`config.mk`:
```
export PLATFORM = sky130hd
export DESIGN_NAME = roi_frame_pingpong_ctrl
export DESIGN_NICKNAME = d
export VERILOG_FILES = /design/src/rtl/roi_frame_pingpong_ctrl.sv
export SDC_FILE = /design/constraint.sdc
export NUM_CORES = 1
export LEC_CHECK = 0
export BUFFER_PORTS_ARGS = -buffer_cell sky130_fd_sc_hd__buf_2
export CAP_MARGIN = 20
export CORE_ASPECT_RATIO = 1.4
export CORE_UTILIZATION = 47
export DETAILED_ROUTE_END_ITERATION = 8
export PLACE_DENSITY_LB_ADDON = 0.05
export SLEW_MARGIN = 10
export SYNTH_ARGS = -nofsm -noshare
export SYNTH_HDL_FRONTEND = slang
export SYNTH_SLANG_ARGS = --single-unit
```
`constraint.sdc`:
```
create_clock -name pclk -period 2.69 [get_ports pclk]
set_input_delay 0 -clock pclk [delete_from_list [all_inputs] [get_ports pclk]]
set_output_delay 0 -clock pclk [all_outputs]
set_load 0.01 [all_outputs]
```
`src/rtl/roi_frame_pingpong_ctrl.sv`:
```
// rtl/roi_frame_pingpong_ctrl.sv - double-buffered ROI RAM bank manager between downsampler and CNN
// Writer FSM fills the lowest FREE bank; completed banks are offered oldest-first through take/done.
module roi_frame_pingpong_ctrl #(
    parameter int ROI_PIX = 784,
    parameter int ADDR_W  = 10,
    parameter int CNT_W   = 8
) (
    input  logic              pclk,
    input  logic              rst_n,
    input  logic              enable,
    input  logic              single_shot,
    input  logic              sof,
    input  logic              roi_we,
    input  logic [ADDR_W-1:0] roi_addr,
    input  logic [7:0]        roi_dout,
    input  logic              roi_frame_done,
    output logic              ram_we,
    output logic [ADDR_W:0]   ram_addr,
    output logic [7:0]        ram_din,
    output logic              frm_valid,
    output logic              frm_bank,
    input  logic              frm_take,
    input  logic              frm_done,
    output logic              capturing,
    output logic [CNT_W-1:0]  drop_cnt,
    output logic [CNT_W-1:0]  err_cnt
);
    localparam logic [ADDR_W:0] PIX_N = ROI_PIX[ADDR_W:0];

    typedef enum logic [1:0] {S_IDLE, S_ARM, S_CAP, S_DONE} state_t;
    typedef enum logic [1:0] {B_FREE, B_FILLING, B_READY, B_READING} bank_t;

    state_t          state;
    bank_t           bank_st [2];
    logic            cur_bank;
    logic            newest;
    logic [ADDR_W:0] pix_cnt;
    logic            bad;

    logic            has_free;
    logic            free_sel;
    logic [1:0]      ready_v;
    logic [1:0]      reading_v;
    logic            oldest_ready;
    logic            take_ok;
    logic            addr_ok;
    logic [ADDR_W:0] cnt_inc;
    logic            good;

    assign has_free     = (bank_st[0] == B_FREE) || (bank_st[1] == B_FREE);
    assign free_sel     = (bank_st[0] == B_FREE) ? 1'b0 : 1'b1;
    assign ready_v      = {bank_st[1] == B_READY, bank_st[0] == B_READY};
    assign reading_v    = {bank_st[1] == B_READING, bank_st[0] == B_READING};
    // With both banks READY the older one is whichever did not complete last.
    assign oldest_ready = (&ready_v) ? ~newest : ready_v[1];
    assign take_ok      = frm_take && frm_valid;
    assign addr_ok      = {1'b0, roi_addr} < PIX_N;
    assign cnt_inc      = (roi_we && pix_cnt != '1) ? pix_cnt + {{ADDR_W{1'b0}}, 1'b1} : pix_cnt;
    assign good         = (cnt_inc == PIX_N) && !bad && !(roi_we && !addr_ok);
    assign capturing    = (state == S_CAP);

    always_ff @(posedge pclk or negedge rst_n) begin
        if (!rst_n) begin
            state      <= S_IDLE;
            bank_st[0] <= B_FREE;
            bank_st[1] <= B_FREE;
            cur_bank   <= 1'b0;
            newest     <= 1'b0;
            pix_cnt    <= '0;
            bad        <= 1'b0;
            ram_we     <= 1'b0;
            ram_addr   <= '0;
            ram_din    <= '0;
            frm_valid  <= 1'b0;
            frm_bank   <= 1'b0;
            drop_cnt   <= '0;
            err_cnt    <= '0;
        end else begin
            ram_we <= 1'b0;
            case (state)
                S_IDLE: if (enable) state <= S_ARM;
                S_ARM: begin
                    if (!enable) begin
                        state <= S_IDLE;
                    end else if (sof) begin
                        if (has_free) begin
                            bank_st[free_sel] <= B_FILLING;
                            cur_bank          <= free_sel;
                            pix_cnt           <= '0;
                            bad               <= 1'b0;
                            state             <= S_CAP;
                        end else if (drop_cnt != '1) begin
                            drop_cnt <= drop_cnt + {{(CNT_W-1){1'b0}}, 1'b1};
                        end
                    end
                end
                S_CAP: begin
                    if (!enable) begin
                        bank_st[cur_bank] <= B_FREE;
                        state             <= S_IDLE;
                    end else if (sof) begin
                        if (err_cnt != '1) err_cnt <= err_cnt + {{(CNT_W-1){1'b0}}, 1'b1};
                        pix_cnt <= '0;
                        bad     <= 1'b0;
                    end else begin
                        if (roi_we && addr_ok) begin
                            ram_we   <= 1'b1;
                            ram_addr <= {cur_bank, roi_addr};
                            ram_din  <= roi_dout;
                        end
                        if (roi_we && !addr_ok) bad <= 1'b1;
                        pix_cnt <= cnt_inc;
                        if (roi_frame_done) begin
                            if (good) begin
                                bank_st[cur_bank] <= B_READY;
                                newest            <= cur_bank;
                                state             <= single_shot ? S_DONE : S_ARM;
                            end else begin
                                if (err_cnt != '1) err_cnt <= err_cnt + {{(CNT_W-1){1'b0}}, 1'b1};
                                bank_st[cur_bank] <= B_FREE;
                                state             <= S_ARM;
                            end
                        end
                    end
                end
                S_DONE: if (!enable) state <= S_IDLE;
                default: state <= S_IDLE;
            endcase

            // Consumer transitions touch only READY/READING banks, never the FILLING one.
            if (take_ok) bank_st[frm_bank] <= B_READING;
            if (frm_done && |reading_v) bank_st[reading_v[1]] <= B_FREE;

            frm_valid <= |ready_v && !(|reading_v) && !take_ok;
            if (!take_ok) begin
                if (|reading_v && !frm_done) frm_bank <= reading_v[1];
                else if (|ready_v)           frm_bank <= oldest_ready;
            end
        end
    end
endmodule
```
==> impl_results.md <==
* Htree depth at 3
* Total track usage at 22.6%
* Detailed Route WL at 7560 um
* Largest net degree at the start of global routing at 42
* P_sw at 1.14 mW
* Share of layout cells above drive strength 1 at 24.4%
* Ys async rst share at 100%
* Hold buffer count at CTS at 19
* Postcts setup bufs at 0
* RSZ-0062 raised after global routing: no
* Mapped Area at 3180 um^2
* Final worst slack at 188 ps
* DIE HEIGHT at 99.3 um
* Diode count at 0
* Clock network power share at 27.0%
* DRT Pass-1 Iters at 4
* Reg area at 1450 um^2
* Skew-Pair Late Insertion Delay at 340 ps
* Global-route wire length before repair at 12400 um
* Total grt overflow at 0
* Hold Crit Class: input port to register
* Row cnt at 35
* Register clock-pin slew on the reported worst setup and hold paths at 70 ps
* Peak VDD IR at 599 uV
* Placed cells at 474
* Outcome: finished clean
* CP Buf/Inv Count at 0
* Mapped Nets at 379
* Internal power at 2.11 mW
* Post-CTS Resized at 0
* Synth top area share at 45.7%
* Ports at 66
* Fin crit period at 2500 ps
* Register bit total from synthesis at 58
* DP Worst Slack at 248 ps
* RD Place Congestion at 0.859
* Core area at 6570 um^2
* Most frequent cells in the layout: 66 x nand2_1, 65 x buf_2, 58 x dfrtp_1
* CP max FO at 13
* Post-synth EDFFs at 0
* Drt wl/cell at 14.9 um
* Placed Area at 3580 um^2
* Clock Skews at 4.49 ps
* Via count at 2821
* Post-layout nets at 465
* CP peak stage delay at 580 ps
* Filler-free cell count of the finished design at 509
* Routed vias/inst at 5.54
* Number of global-route vias before repair at 2693
* Max Root-Sink Buffers at 2
* # port buffers at 65
* Seq pwr share at 40.0%
* Post-synth cell types at 54
* Die ar. at 7100 um^2
* Slew margin rel. at 37.5%
* Max Cap Viol at 0
* Power Density at 814 nW/um^2
* Max Fclk at 400 MHz
* Top delay family on crit path: simple AND/OR/NAND/NOR gates
* Die W at 71.5 um
* Sequential share of the synthesized area at 45.7%
* Setup violations, final at 0
* Area grow syn2layout at 25.5%
* Most common cell after layout, fill and taps aside: nand2_1
* Leakage power at 1.98 nW
* CP cell instances: nand4_1 > o21a_1 > nor4_1 > a31oi_4 > o21ai_4 > mux2_4
* Final slew viol count at 0
* Initial antenna violation count at 0
* CTS Sinks at 58
* Setup TNS Final at 0 ps
* WHS at 49.6 ps
* Multi-input combinational cell area at 1610 um^2
* Mapped Cells at 344
* Crit-path slowest cell: dfrtp_1
* Final instance area at 3990 um^2
* Starting Density at 48.4%
* Num CTS Buffers at 9
* Initial detailed-routing violation count at 116
* Root buffer cell: clkbuf_8
* Worst Max-Slew Pin Slew at 937 ps
* Fillers at 597
* Comb power frac at 33.0%
* Crit start category: register
* Crit path DAT at 2730 ps
* CP required at 2910 ps
* CP Class: register to register
* HPWL Detailed at 5440 um
* CP Capture Type: register
* Syn Area/Cell at 9.23 um^2
* Area leader, netlist: dfrtp_1
* Crit share post-route at 93.0%
* Post-layout util at 60.7%
* Final hold violation count at 0
* Sw Share at 35.1%
* Synth area leaders: dfrtp_1 46%, nand2_1 7.8%, mux2_2 3.5%, ha_1 3.2%, xnor2_1 3.0%
* Top FF cell, synth: dfrtp_1
* Ys Warns at 0
* Post-route DRC at 0
* Total power at 3.25 mW
* CTS tree: yes
* DRT antenna net count at 0
worst reg2reg max path, delay by kind of cell (launching register included):
family | cells | cell delay, ps
multiplexers | 1 | 310
AND/OR/NAND/NOR | 2 | 790
flip-flops | 1 | 580
AO/OA/AOI/OAI | 3 | 720
power by group through the flow:
stage	combinational [mW]	clock, mW	sequential (mW)
final	1.07	0.877	1.30
after global placement	1.05	0	1.31
after floorplan	0.598	0	1.34
after detailed placement	1.06	0	1.31
after global routing	1.19	0.934	1.34
after CTS	1.08	0.900	1.30
kinds of logic after synthesis:
group,synth area share [%]
AO/OA/AOI/OAI,18.0
XOR/XNOR,3.86
adder cells (fa/ha/maj),3.15
buffers and inverters,3.54
flip-flops,45.7
multiplexers,4.33
AND/OR/NAND/NOR,21.5
sequential cells by signal, indices dropped and copies added (netlist names):
name / count
bad: 1
bank_st: 4
cur_bank: 1
drop_cnt: 8
err_cnt: 8
frm_bank: 1
frm_valid: 1
newest: 1
pix_cnt: 11
ram_addr: 11
ram_din: 8
ram_we: 1
state: 2
Yosys cell counts (all sizes together) (2+ instances only):
cell and number:
a2111oi 2, o22a 2, o311ai 2, a31oi 8
a21oi 10, clkbuf 12, nor3 8, ha 8
o21ai 20, o21bai 2, nand4 12, and2 3
o21a 3, a22o 3, and3 10, or4 3
nor4 3, buf 3, mux2 11, xnor2 11
a211oi 3, a21boi 2, inv 14, nand3 11
nand2 66, xor2 3, nor3b 2, dfrtp 58
nor2 24, o211ai 8
layer usage:
| layer | routed length (um) | vias up | global-route usage, % |
|---|---|---|---|
| met4 | 207 | 0 | 11.8 |
| met3 | 237 | 18 | 3.04 |
| met5 | 0 | - | 0 |
| li1 | - | 1401 | - |
| met1 | 3220 | 1326 | 25.9 |
| met2 | 3900 | 76 | 40.4 |
worst paths after layout:
check	startpoint	end	slack, ps	cells after the start
worst max-delay path	pix_cnt[3]	err_cnt[1]	190	6
min in group asynchronous	rst_n	frm_bank	340	2
worst max register to register	pix_cnt[3]	err_cnt[1]	190	6
worst min register to register	ram_din[2]	ram_din[2]	470	2
max in group asynchronous	rst_n	drop_cnt[1]	1640	3
worst min-delay path	single_shot	state[1]	50	4
area by class of cell:
cell class | instances | share of cell area [%]
clock buffers | 9 | 3.11
multi-input cells | 257 | 40.4
flip-flops and latches | 58 | 36.4
well taps | 74 | 2.32
repair buffers | 90 | 14.1
inverters | 14 | 1.32
clock inverters | 7 | 2.35
(Power assumes the default switching activity.)
